**config.mk**
```make
export PLATFORM = sky130hd
export DESIGN_NAME = hex_display_ctrl
export DESIGN_NICKNAME = d
export VERILOG_FILES = /design/src/rtl/hex_display_ctrl.sv
export SDC_FILE = /design/constraint.sdc
export NUM_CORES = 1
export LEC_CHECK = 0
export ABC_AREA = 0
export BUFFER_PORTS_ARGS = -buffer_cell sky130_fd_sc_hd__buf_2
export CORE_MARGIN = 5
export CORE_UTILIZATION = 53
export DETAILED_ROUTE_END_ITERATION = 12
export PLACE_DENSITY_LB_ADDON = 0.3
export SYNTH_ARGS = -nofsm -noshare
export SYNTH_HDL_FRONTEND = slang
export SYNTH_SLANG_ARGS = --single-unit
```
**constraint.sdc**
```tcl
create_clock -name clk_50Mhz -period 4.1 [get_ports clk_50Mhz]
set_input_delay 0.615 -clock clk_50Mhz [delete_from_list [all_inputs] [get_ports clk_50Mhz]]
set_output_delay 0.615 -clock clk_50Mhz [all_outputs]
set_load 0.05 [all_outputs]
```
**src/rtl/hex_display_ctrl.sv**
```systemverilog
// Avalon-MM slave driving NUM_DIGITS seven-segment hex digits.
// It supports per-digit blanking and blinking from a shared programmable blink divider.
module hex_display_ctrl #(
   parameter int NUM_DIGITS  = 6,
   parameter int CLK_FREQ_HZ = 50000000,
   parameter int BLINK_HZ    = 2,
   parameter int ACTIVE_LOW  = 1
) (
   input  logic                    clk_50Mhz,
   input  logic                    reset_n,
   input  logic [1:0]              address,
   input  logic                    write,
   input  logic [31:0]             writedata,
   input  logic                    read,
   output logic [31:0]             readdata,
   output logic [7*NUM_DIGITS-1:0] hex_pins
);

   localparam logic [31:0] DIV_RST = 32'(CLK_FREQ_HZ / (2 * BLINK_HZ));
   localparam logic [6:0]  ZERO_PIN = (ACTIVE_LOW != 0) ? 7'h40 : 7'h3F;
   localparam logic [7*NUM_DIGITS-1:0] HEX_RST = {NUM_DIGITS{ZERO_PIN}};

   logic [4*NUM_DIGITS-1:0] value_q, value_d;
   logic [NUM_DIGITS-1:0]   blank_q, blank_d;
   logic [NUM_DIGITS-1:0]   blink_q, blink_d;
   logic [31:0]             div_q, div_d;
   logic [31:0]             cnt_q, cnt_d;
   logic                    phase_q, phase_d;
   logic [31:0]             readdata_q, readdata_d;
   logic [7*NUM_DIGITS-1:0] hex_q, hex_d;
   logic [31:0]             rd_mux;
   logic                    wr_div;

   function automatic logic [6:0] glyph(input logic [3:0] nib);
      logic [6:0] g;
      case (nib)
         4'h0:    g = 7'h3F;
         4'h1:    g = 7'h06;
         4'h2:    g = 7'h5B;
         4'h3:    g = 7'h4F;
         4'h4:    g = 7'h66;
         4'h5:    g = 7'h6D;
         4'h6:    g = 7'h7D;
         4'h7:    g = 7'h07;
         4'h8:    g = 7'h7F;
         4'h9:    g = 7'h6F;
         4'hA:    g = 7'h77;
         4'hB:    g = 7'h7C;
         4'hC:    g = 7'h39;
         4'hD:    g = 7'h5E;
         4'hE:    g = 7'h79;
         4'hF:    g = 7'h71;
         default: g = 7'h00;
      endcase
      return g;
   endfunction

   function automatic logic [6:0] seg_out(input logic [3:0] nib, input logic dark);
      logic [6:0] seg;
      seg = dark ? 7'h00 : glyph(nib);
      return (ACTIVE_LOW != 0) ? ~seg : seg;
   endfunction

   assign wr_div = write && (address == 2'd3);

   // Register file write decode
   always_comb begin
      value_d = value_q;
      blank_d = blank_q;
      blink_d = blink_q;
      div_d   = div_q;
      if (write) begin
         case (address)
            2'd0:    value_d = writedata[4*NUM_DIGITS-1:0];
            2'd1:    blank_d = writedata[NUM_DIGITS-1:0];
            2'd2:    blink_d = writedata[NUM_DIGITS-1:0];
            2'd3:    div_d   = writedata;
            default: value_d = value_q;
         endcase
      end else begin
         value_d = value_q;
      end
   end

   // Read mux; samples pre-write register contents so same-cycle read/write returns old data
   always_comb begin
      rd_mux = 32'd0;
      case (address)
         2'd0:    rd_mux[4*NUM_DIGITS-1:0] = value_q;
         2'd1:    rd_mux[NUM_DIGITS-1:0]   = blank_q;
         2'd2:    rd_mux[NUM_DIGITS-1:0]   = blink_q;
         2'd3:    rd_mux                   = div_q;
         default: rd_mux                   = 32'd0;
      endcase
      if (read) begin
         readdata_d = rd_mux;
      end else begin
         readdata_d = readdata_q;
      end
   end

   // Blink divider: a DIV write restarts the half-period in the visible phase
   always_comb begin
      cnt_d   = cnt_q;
      phase_d = phase_q;
      if (wr_div) begin
         cnt_d   = 32'd0;
         phase_d = 1'b1;
      end else if (div_q == 32'd0) begin
         cnt_d   = 32'd0;
         phase_d = 1'b1;
      end else if (cnt_q >= div_q - 32'd1) begin
         cnt_d   = 32'd0;
         phase_d = ~phase_q;
      end else begin
         cnt_d   = cnt_q + 32'd1;
      end
   end

   // Segment decode for all digits in parallel; BLANK overrides BLINK
   always_comb begin
      hex_d = {(7*NUM_DIGITS){1'b0}};
      for (int k = 0; k < NUM_DIGITS; k++) begin
         hex_d[7*k +: 7] = seg_out(value_q[4*k +: 4],
                                   blank_q[k] || (blink_q[k] && !phase_q));
      end
   end

   // State and output registers
   always_ff @(posedge clk_50Mhz or negedge reset_n) begin
      if (!reset_n) begin
         value_q    <= {(4*NUM_DIGITS){1'b0}};
         blank_q    <= {NUM_DIGITS{1'b0}};
         blink_q    <= {NUM_DIGITS{1'b0}};
         div_q      <= DIV_RST;
         cnt_q      <= 32'd0;
         phase_q    <= 1'b1;
         readdata_q <= 32'd0;
         hex_q      <= HEX_RST;
      end else begin
         value_q    <= value_d;
         blank_q    <= blank_d;
         blink_q    <= blink_d;
         div_q      <= div_d;
         cnt_q      <= cnt_d;
         phase_q    <= phase_d;
         readdata_q <= readdata_d;
         hex_q      <= hex_d;
      end
   end

   assign readdata = readdata_q;
   assign hex_pins = hex_q;

endmodule

```
## Word-level counts from Yosys, hierarchy flattened

Memories as Yosys holds them, arrays and structs flattened.
Index checks and enable logic that the tools add are counted.
W data, S select, Z words.

| word-level totals | value |
|---|---|
| flip-flop bits (word level) | 175 |
| ROM bits | 672 |
| bits of input ports | 38 |
| word-level logic and storage cells | 63 |
| memories kept | 6 |

Memories:

| memory | words | width | rd ports | clocked after Yosys merged registers in | write ports | RTL line | source |
|---|---|---|---|---|---|---|---|
| (name not given) | 16 | 7 | 1 | 0 | 0 | 36 | `case (nib)` |
| (name not given) | 16 | 7 | 1 | 0 | 0 | 36 |  |
| (name not given) | 16 | 7 | 1 | 0 | 0 | 36 |  |
| (name not given) | 16 | 7 | 1 | 0 | 0 | 36 |  |
| (name not given) | 16 | 7 | 1 | 0 | 0 | 36 |  |
| (name not given) | 16 | 7 | 1 | 0 | 0 | 36 |  |

| operators by class | value |
|---|---|
| $add $sub $neg | 2 |
| $lt $le $gt $ge | 1 |
| equality and inequality tests | 3 |
| mux-type cells | 15 |
| bitwise logic cells | 7 |
| reduce and logical (&&, ||, !) cells | 21 |

Operators by type and width:

| cell | number |
|---|---|
| $mux W32 | 3 |
| $mux W7 | 6 |
| $not A7 Y7 | 6 |
| $pmux W18 S2 | 1 |
| $add A32 B1 Y32 const B | 1 |
| $ge A32 B32 Y1 | 1 |
| $logic_not A32 Y1 | 1 |
| $sub A32 B1 Y32 const B | 1 |
| $pmux W6 S4 | 1 |
| $mux W8 | 1 |
| $reduce_and A2 Y1 | 4 |
| $logic_and A1 B1 Y1 | 7 |
| $logic_or A1 B1 Y1 | 6 |
| $eq A2 B2 Y1 const B | 2 |
| $mux W1 | 3 |
| $reduce_bool A3 Y1 | 1 |
| $eq A2 B1 Y1 const B | 1 |
| $logic_not A2 Y1 | 1 |
| $logic_not A1 Y1 | 1 |
| $not A1 Y1 | 1 |

## Longest topological paths before layout

Gate-level depths: netlist of the first run.

| logic depth | value |
|---|---|
| depth in word-level cells | 5 |
| mapped depth | 17 |

## Worst setup path before layout of the first run

Ideal clock, no wire load.

| timing path | value |
|---|---|
| path kind | reg-to-reg |
| start point | register div_q[10] |
| end point | register cnt_q[10] |
| data arrival time | 4033 ps |
| path slack | -19 ps |
| stages on the path, launching flop included | 16 |
| path through | dfstp_2 or4_1 or4_1 or3_1 buf_2 or4_4 nor3_2 xnor2_1 ha_1 a21o_1 a21oi_1 nor2b_1 a2111oi_0 o21ai_1 clkbuf_1 nor3_1 |

| between the ends | value |
|---|---|
| cells in the longest elaborated chain, start to end | 5 |

RTL lines:

| what | RTL line | source |
|---|---|---|
| start: declaration | 26 | `logic [31:0] div_q, div_d;` |
| start signal: assignment | 144 | `div_q <= div_d;` |
| $sub A32 B1 Y32 | 112 | `end else if (cnt_q >= div_q - 32'd1) begin` |
| $ge A32 B32 Y1 | 112 |  |
| $mux W32 | 112 |  |
| $mux W32 * | 109 | `end else if (div_q == 32'd0) begin` |
| $mux W32 * | 106 | `if (wr_div) begin` |
| net cnt_d[10] | 27 | `logic [31:0] cnt_q, cnt_d;` |
| end signal: assignment | 145 | `cnt_q <= cnt_d;` |
| end: declaration | 27 |  |

Mark *: on every way through the listed nets, which the timed path passes. The rest lies on a longest branch.
A chain may end at the register's enable or synchronous reset.

## Worst setup path after layout of the first run

| timing path | value |
|---|---|
| start point | register div_q[10] |
| end point | register cnt_q[2] |

Same word-level chain as after synthesis.

==> results of run 1 <==
-- placed cells by master, fill, tap and decap left out, types with 12 or more instances in the layout --
master	n
buf_4	21
nor3_2	19
dfstp_2	19
nand2_1	57
nor2_1	28
inv_1	60
o211ai_1	25
xnor2_1	30
o22ai_1	18
nand3_1	31
dfrtp_1	156
mux2i_1	12
ha_1	69
a22oi_1	18
xor2_1	29
mux2_2	84
buf_2	110
clkbuf_16	19
a21oi_1	14
nor3_1	23
o21ai_0	18
-- worst paths after layout --
check                         startpoint     endpoint  slack, ns  cells past startpoint
max                            div_q[10]     cnt_q[2]       0.05                     13
min                              reset_n  hex_pins[7]       0.22                      1
max reg2reg                    div_q[10]     cnt_q[2]       0.05                     13
min reg2reg                  readdata[2]  readdata[2]       0.51                      1
max in group asynchronous        reset_n    div_q[13]       2.82                      2
min in group clk_50Mhz     writedata[24]    div_q[24]       0.41                      2
-- per-stage QoR --
step	worst slack, ns	utilization, %	std cells	TNS [ns]
finish	0.0515	63.5	1235	0
CTS	-0.0168	61.9	1231	-0.0583
global placement	-0.0345	58.3	1199	-0.988
floorplan	-0.0191	-	881	-0.526
global route	-0.0711	63.5	1235	-1.45
detailed placement	-0.227	58.3	1199	-5.05
-- power groups by stage --
stage | clock network [uW] | registers, uW | logic (uW)
after floorplan | 0 | 2860 | 847
after detailed placement | 0 | 2410 | 1800
after global routing | 1760 | 2440 | 1970
final | 1650 | 2390 | 1820
after global placement | 0 | 2400 | 1770
after CTS | 1680 | 2380 | 1810
-- sequential cells by signal, summed over array words and instances, names as in the netlist --
| signal | count |
|---|---|
| phase_q | 1 |
| hex_pins | 42 |
| cnt_q | 32 |
| value_q | 24 |
| blank_q | 6 |
| readdata | 32 |
| blink_q | 6 |
| div_q | 32 |
-- what timing repair did --
item	CTS	global route
gates resized for setup	7	43
cloned	0	3
setup endpoints to repair	33	33
hold buffers	0	0
pin swaps	0	19
-- metal layers --
metal | up-vias | routed length, um | global-route usage (%)
met5 | - | 0 | 0
met4 | 0 | 336 | 5.70
met3 | 29 | 1170 | 5.26
met2 | 174 | 10800 | 35.2
met1 | 3520 | 10000 | 30.4
li1 | 3377 | - | -
-- area by class of cell --
cell class	instances	area (sq um)	area share, %
Multi-Input combinational cell	601	4950	43.9
Sequential cell	175	4400	39.0
Timing Repair Buffer	137	812	7.20
Clock buffer	19	453	4.01
Tap cell	229	287	2.54
Inverter	60	225	2.00
Clock inverter	13	148	1.31
Antenna cell	1	2.50	0.0222
-- worst max-delay path, delay by kind of cell (launching register included) --
family / cells / cell delay (ns)
AOI/OAI and AO/OA: 3 / 0.83
adders and majority gates: 1 / 0.23
buffers and inverters: 2 / 0.37
DFF: 1 / 0.37
and+or+nand+nor: 7 / 2.14
-- cell families (layout without fill, tap and decap cells) --
family | after synthesis | in the layout | share of synthesized area, %
compound gates | 137 | 137 | 9.94
xor+xnor | 59 | 59 | 5.44
fa+ha+maj | 70 | 70 | 9.22
buf+inv | 105 | 229 | 4.20
flops | 175 | 175 | 46.4
mux | 101 | 101 | 12.4
other cells | 0 | 1 | 0
simple gates | 234 | 234 | 12.4
==> impl_metrics.toml, run 1 <==
[sta]
fmax_ghz = 0.247
tightestPinTransition_ns = 1.18
hold_violations = 0
rsz0062_at_grt = "true"
maxSlewHeadroom_pct = 21.2
post-route-min-period_ns = 4.05
finalCritPeriodShare_pct = 98.7
setup_viol = 0
drv_slew = 0
skew_ns = 0.0115
fin_hold_ws_ns = 0.216

[grt]
antenna_found_initial = 1
grt_pass1_vias = 6970
grt_use_total_pct = 22.0
grt_overflow_total = 0
grt_pass1_wl_mm = 36.2
grt_max_degree = 87

[drt]
ant_nets = 0
dr.pass1.iters = 5
avgRoutedWirePerCell_um = 18.1
totalWireLength_mm = 22.4
drc_errors = 0
vias = 7100
via_per_inst = 5.75
drt_iter0_markers = 408

[synth]
synth_area_leaders = "dfrtp_1 41%, mux2_2 10%, ha_1 9.2%"
async_reset_ff_share_pct = 100
syn_nets = 989
ys.warnings.count = 0
synth_commonest_cells = "156 x dfrtp_1, 84 x mux2_2, 70 x ha_1"
seq_area_frac_synth_pct = 46.4
synth_area_leader_cell = "dfrtp_1"
avgSynthCellArea_sq_um = 10.8
netlist_area_sq_um = 9500
ys_ff_latch = 175
ys_types = 47
synth_cells = 881
synth_edf_count = 0
yosysMostFrequentCell = "dfrtp_1"
netlist.area_leader.share_pct = 41.1
synth_ff_type = "dfrtp_1"

[flow_run]
maxCapViolCount = 0

[cts]
cts-root-buf = "clkbuf_16"
clock_latency_ns = 0.44
cts_made_buffers = 17
clock-sinks = 175
cts_tree = "done"
clock_path_buffers = 2
htreeDepth = 4
post_cts_buffers = 0
clk_pin_slew_ns = 0.07

[finish]
fin_nets = 1100
drive_gt1_share_pct = 32.4
num-fill-cells = 1401
stdcell_area_sq_um = 11300
syn_to_final_growth_pct = 18.8

[critical_path]
path_max_fanout = 8
cp_slowest_stage_delay_ns = 0.53
worstPathRequired_ns = 4.45
arrival_ns = 4.40
criticalPathCategory = "flop to flop"
cp-start-kind = "flop"
crit_chain = "or4_4, or4_4, or3_4, or3_4, and2_4, ha_4, and4_1, a221o_1, a2111oi_4, buf_4, o21ai_4, clkbuf_16, nor3_1"
cp_slowest_cell = "or4_4"
end_kind = "flop"

[power_and_ir_drop]
power.total_uw = 5860
clkPwrFrac_pct = 28.2
peakVddDrop_uv = 318
p_per_area_nw_per_um2 = 520
p_comb_share_pct = 31.0
p_int_uw = 3650
p_switching_uw = 2220
p_leak_uw = 0.00503
p_sw_share_pct = 37.8
p_seq_share_pct = 40.8

[die]
die_height_um = 144
rows = 49
io_pins = 112
die-area_sq_um = 20700
core_sq_um = 17800
start_util_pct = 53.4
dieWidth_um = 144

[worst_hold_path]
min_path_type = "input port to asynchronous set/reset pin"

[place]
placed_area_sq_um = 10400
gp_congestion = 0.846
io_buffers = 111
dp_hpwl_mm = 15.4

[status]
status = "complete, no violations"
Power figures use the tool's default switching activity.
==> run 2, diff against run 1 <==
- CORE_UTILIZATION: 53 -> 55
- CTS_BUF_LIST: not set -> sky130_fd_sc_hd__clkbuf_4
==> run 2 against run 1 <==
The run now ends with negative setup slack left. Clock power fell by 39%. Critical endpoint is now cnt_q[13]. First-iteration DRC count rose by 36%. Highest routed layer unchanged. Routed wire length fell by 0.53%. Via count rose by 0.35%. Worst setup slack got worse by 0.095 ns. Fmax fell by 2.3%. Clock skew rose by 0.0067 ns.
==> impl_metrics.toml, run 2 (same netlist as run 1, synthesis figures left out) <==
[die]
io_pins = 112
die-area_sq_um = 20000
rows = 48
start_util_pct = 55.5
die_height_um = 141
dieWidth_um = 141
core_sq_um = 17100

[finish]
drive_gt1_share_pct = 32.0
num-fill-cells = 1357
seq_area_sq_um = 4400
largest_reg_flops = 42
final_cell_mix = "156 x dfrtp_1, 110 x buf_2, 84 x mux2_2"
multi_input_area_sq_um = 4950
fin_nets = 1099
final_common_cell = "dfrtp_1"
syn_to_final_growth_pct = 15.7

[drt]
drc_errors = 0
totalWireLength_mm = 22.3
drt_iter0_markers = 554
dr.pass1.iters = 8
via_per_inst = 5.79
vias = 7125
ant_nets = 0
avgRoutedWirePerCell_um = 18.1

[sta]
layout_setup_ws_ns = -0.0435
drv_slew = 0
tightestPinTransition_ns = 0.977
fin_hold_ws_ns = 0.0147
rsz0062_at_grt = "true"
setup_viol = 1
post-route-min-period_ns = 4.14
fmax_ghz = 0.241
hold_violations = 0
maxSlewHeadroom_pct = 34.2
finalCritPeriodShare_pct = 101
skew_ns = 0.0182

[critical_path]
worstPathRequired_ns = 4.59
criticalPathCategory = "flop to flop"
cp-start-kind = "flop"
arrival_ns = 4.63
path_max_fanout = 5
end_kind = "flop"

[power_and_ir_drop]
peakVddDrop_uv = 350
power.total_uw = 5200
p_per_area_nw_per_um2 = 473
p_leak_uw = 0.00492

[grt]
grt_pass1_vias = 7055
grt_use_total_pct = 22.2
grt_pass1_wl_mm = 35.8
grt_overflow_total = 0
antenna_found_initial = 1
grt_max_degree = 101

[cts]
ctsHoldBuffers = 0
clock-sinks = 175
clk_pin_slew_ns = 0.14
cts-root-buf = "clkbuf_4"
htreeDepth = 4
cts_tree = "done"
clock_path_buffers = 2
clock_latency_ns = 0.58
cts_made_buffers = 17

[status]
status = "finished with violations"
violations = "negative setup slack"

[worst_hold_path]
min_path_type = "input port to asynchronous set/reset pin"

[place]
io_buffers = 111
gp_congestion = 0.840
dp_hpwl_mm = 15.3

[flow_run]
maxCapViolCount = 0
## run 2: changes by cell type in the layout (fill, tap and decap cells not counted), moves of 3 or more
cell | before | now
buf_4 | 21 | 16
clkinvlp_4 | 3 | 0
clkbuf_4 | 0 | 17
clkbuf_16 | 19 | 3
## run 2: power by group
| group | total, uW | internal, uW | switching (uW) |
|---|---|---|---|
| logic | 1810 | 641 | 1170 |
| clock network | 1010 | 374 | 634 |
| registers | 2380 | 2060 | 324 |
## run 2: repair_timing
item	4_1_cts	5_1_grt
pin swaps	0	16
setup endpoints to repair	33	33
gates cloned	0	4
buffers inserted	0	1
gates resized for setup	6	46
hold endpoints to repair	0	0
## run 2: layout make-up
class / instances / share of cell area [%]
Antenna cell: 2 / 0.0455
Clock buffer: 17 / 1.16
Clock inverter: 15 / 1.45
Inverter: 60 / 2.05
Multi-Input combinational cell: 601 / 45.0
Sequential cell: 175 / 40.1
Tap cell: 225 / 2.56
Timing Repair Buffer: 136 / 7.66
## run 2: path summary, 6_finish.rpt
check,cells past startpoint,start,slack (ns),to
worst max-delay path,13,div_q[10],-0.04,cnt_q[13]
worst min-delay path,1,reset_n,0.01,hex_pins[10]
worst max register to register,13,div_q[10],-0.04,cnt_q[13]
worst min register to register,1,readdata[0],0.52,readdata[0]
max in group asynchronous,2,reset_n,3.10,div_q[21]
min in group clk_50Mhz,2,writedata[29],0.25,div_q[29]
## run 2: through the flow
stage                     instances  utilization [%]  TNS [ns]  setup WS (ns)  instance area [sq um]
after global placement         1192             60.5     -3.53         -0.113                  10400
after floorplan                 881                -    -0.526        -0.0191                   9500
after CTS                      1224             62.3         0       0.000340                  10700
after detailed placement       1192             60.5     -6.56         -0.249                  10400
after global routing           1230             64.2     -4.17         -0.161                  11000
final                          1231             64.2   -0.0435        -0.0435                  11000
## run 2: worst max-delay path, cell delays in order, from the launching register on
cell	delay (ns)
dfstp_2	0.39
or4_4	0.52
or4_4	0.43
or3_4	0.36
buf_4	0.17
nor2_2	0.10
xnor2_1	0.14
ha_1	0.27
and4_1	0.22
a221o_1	0.41
a2111oi_4	0.45
o21ai_4	0.19
clkbuf_16	0.20
nor3_1	0.21
## run 2: metal layers
| metal | part of all wire (%) | GRT usage [%] |
|---|---|---|
| met3 | 4.8 | 4.92 |
| met1 | 44 | 30.4 |
| met5 | 0 | 0 |
| met4 | 1.8 | 5.71 |
| met2 | 49 | 36.1 |
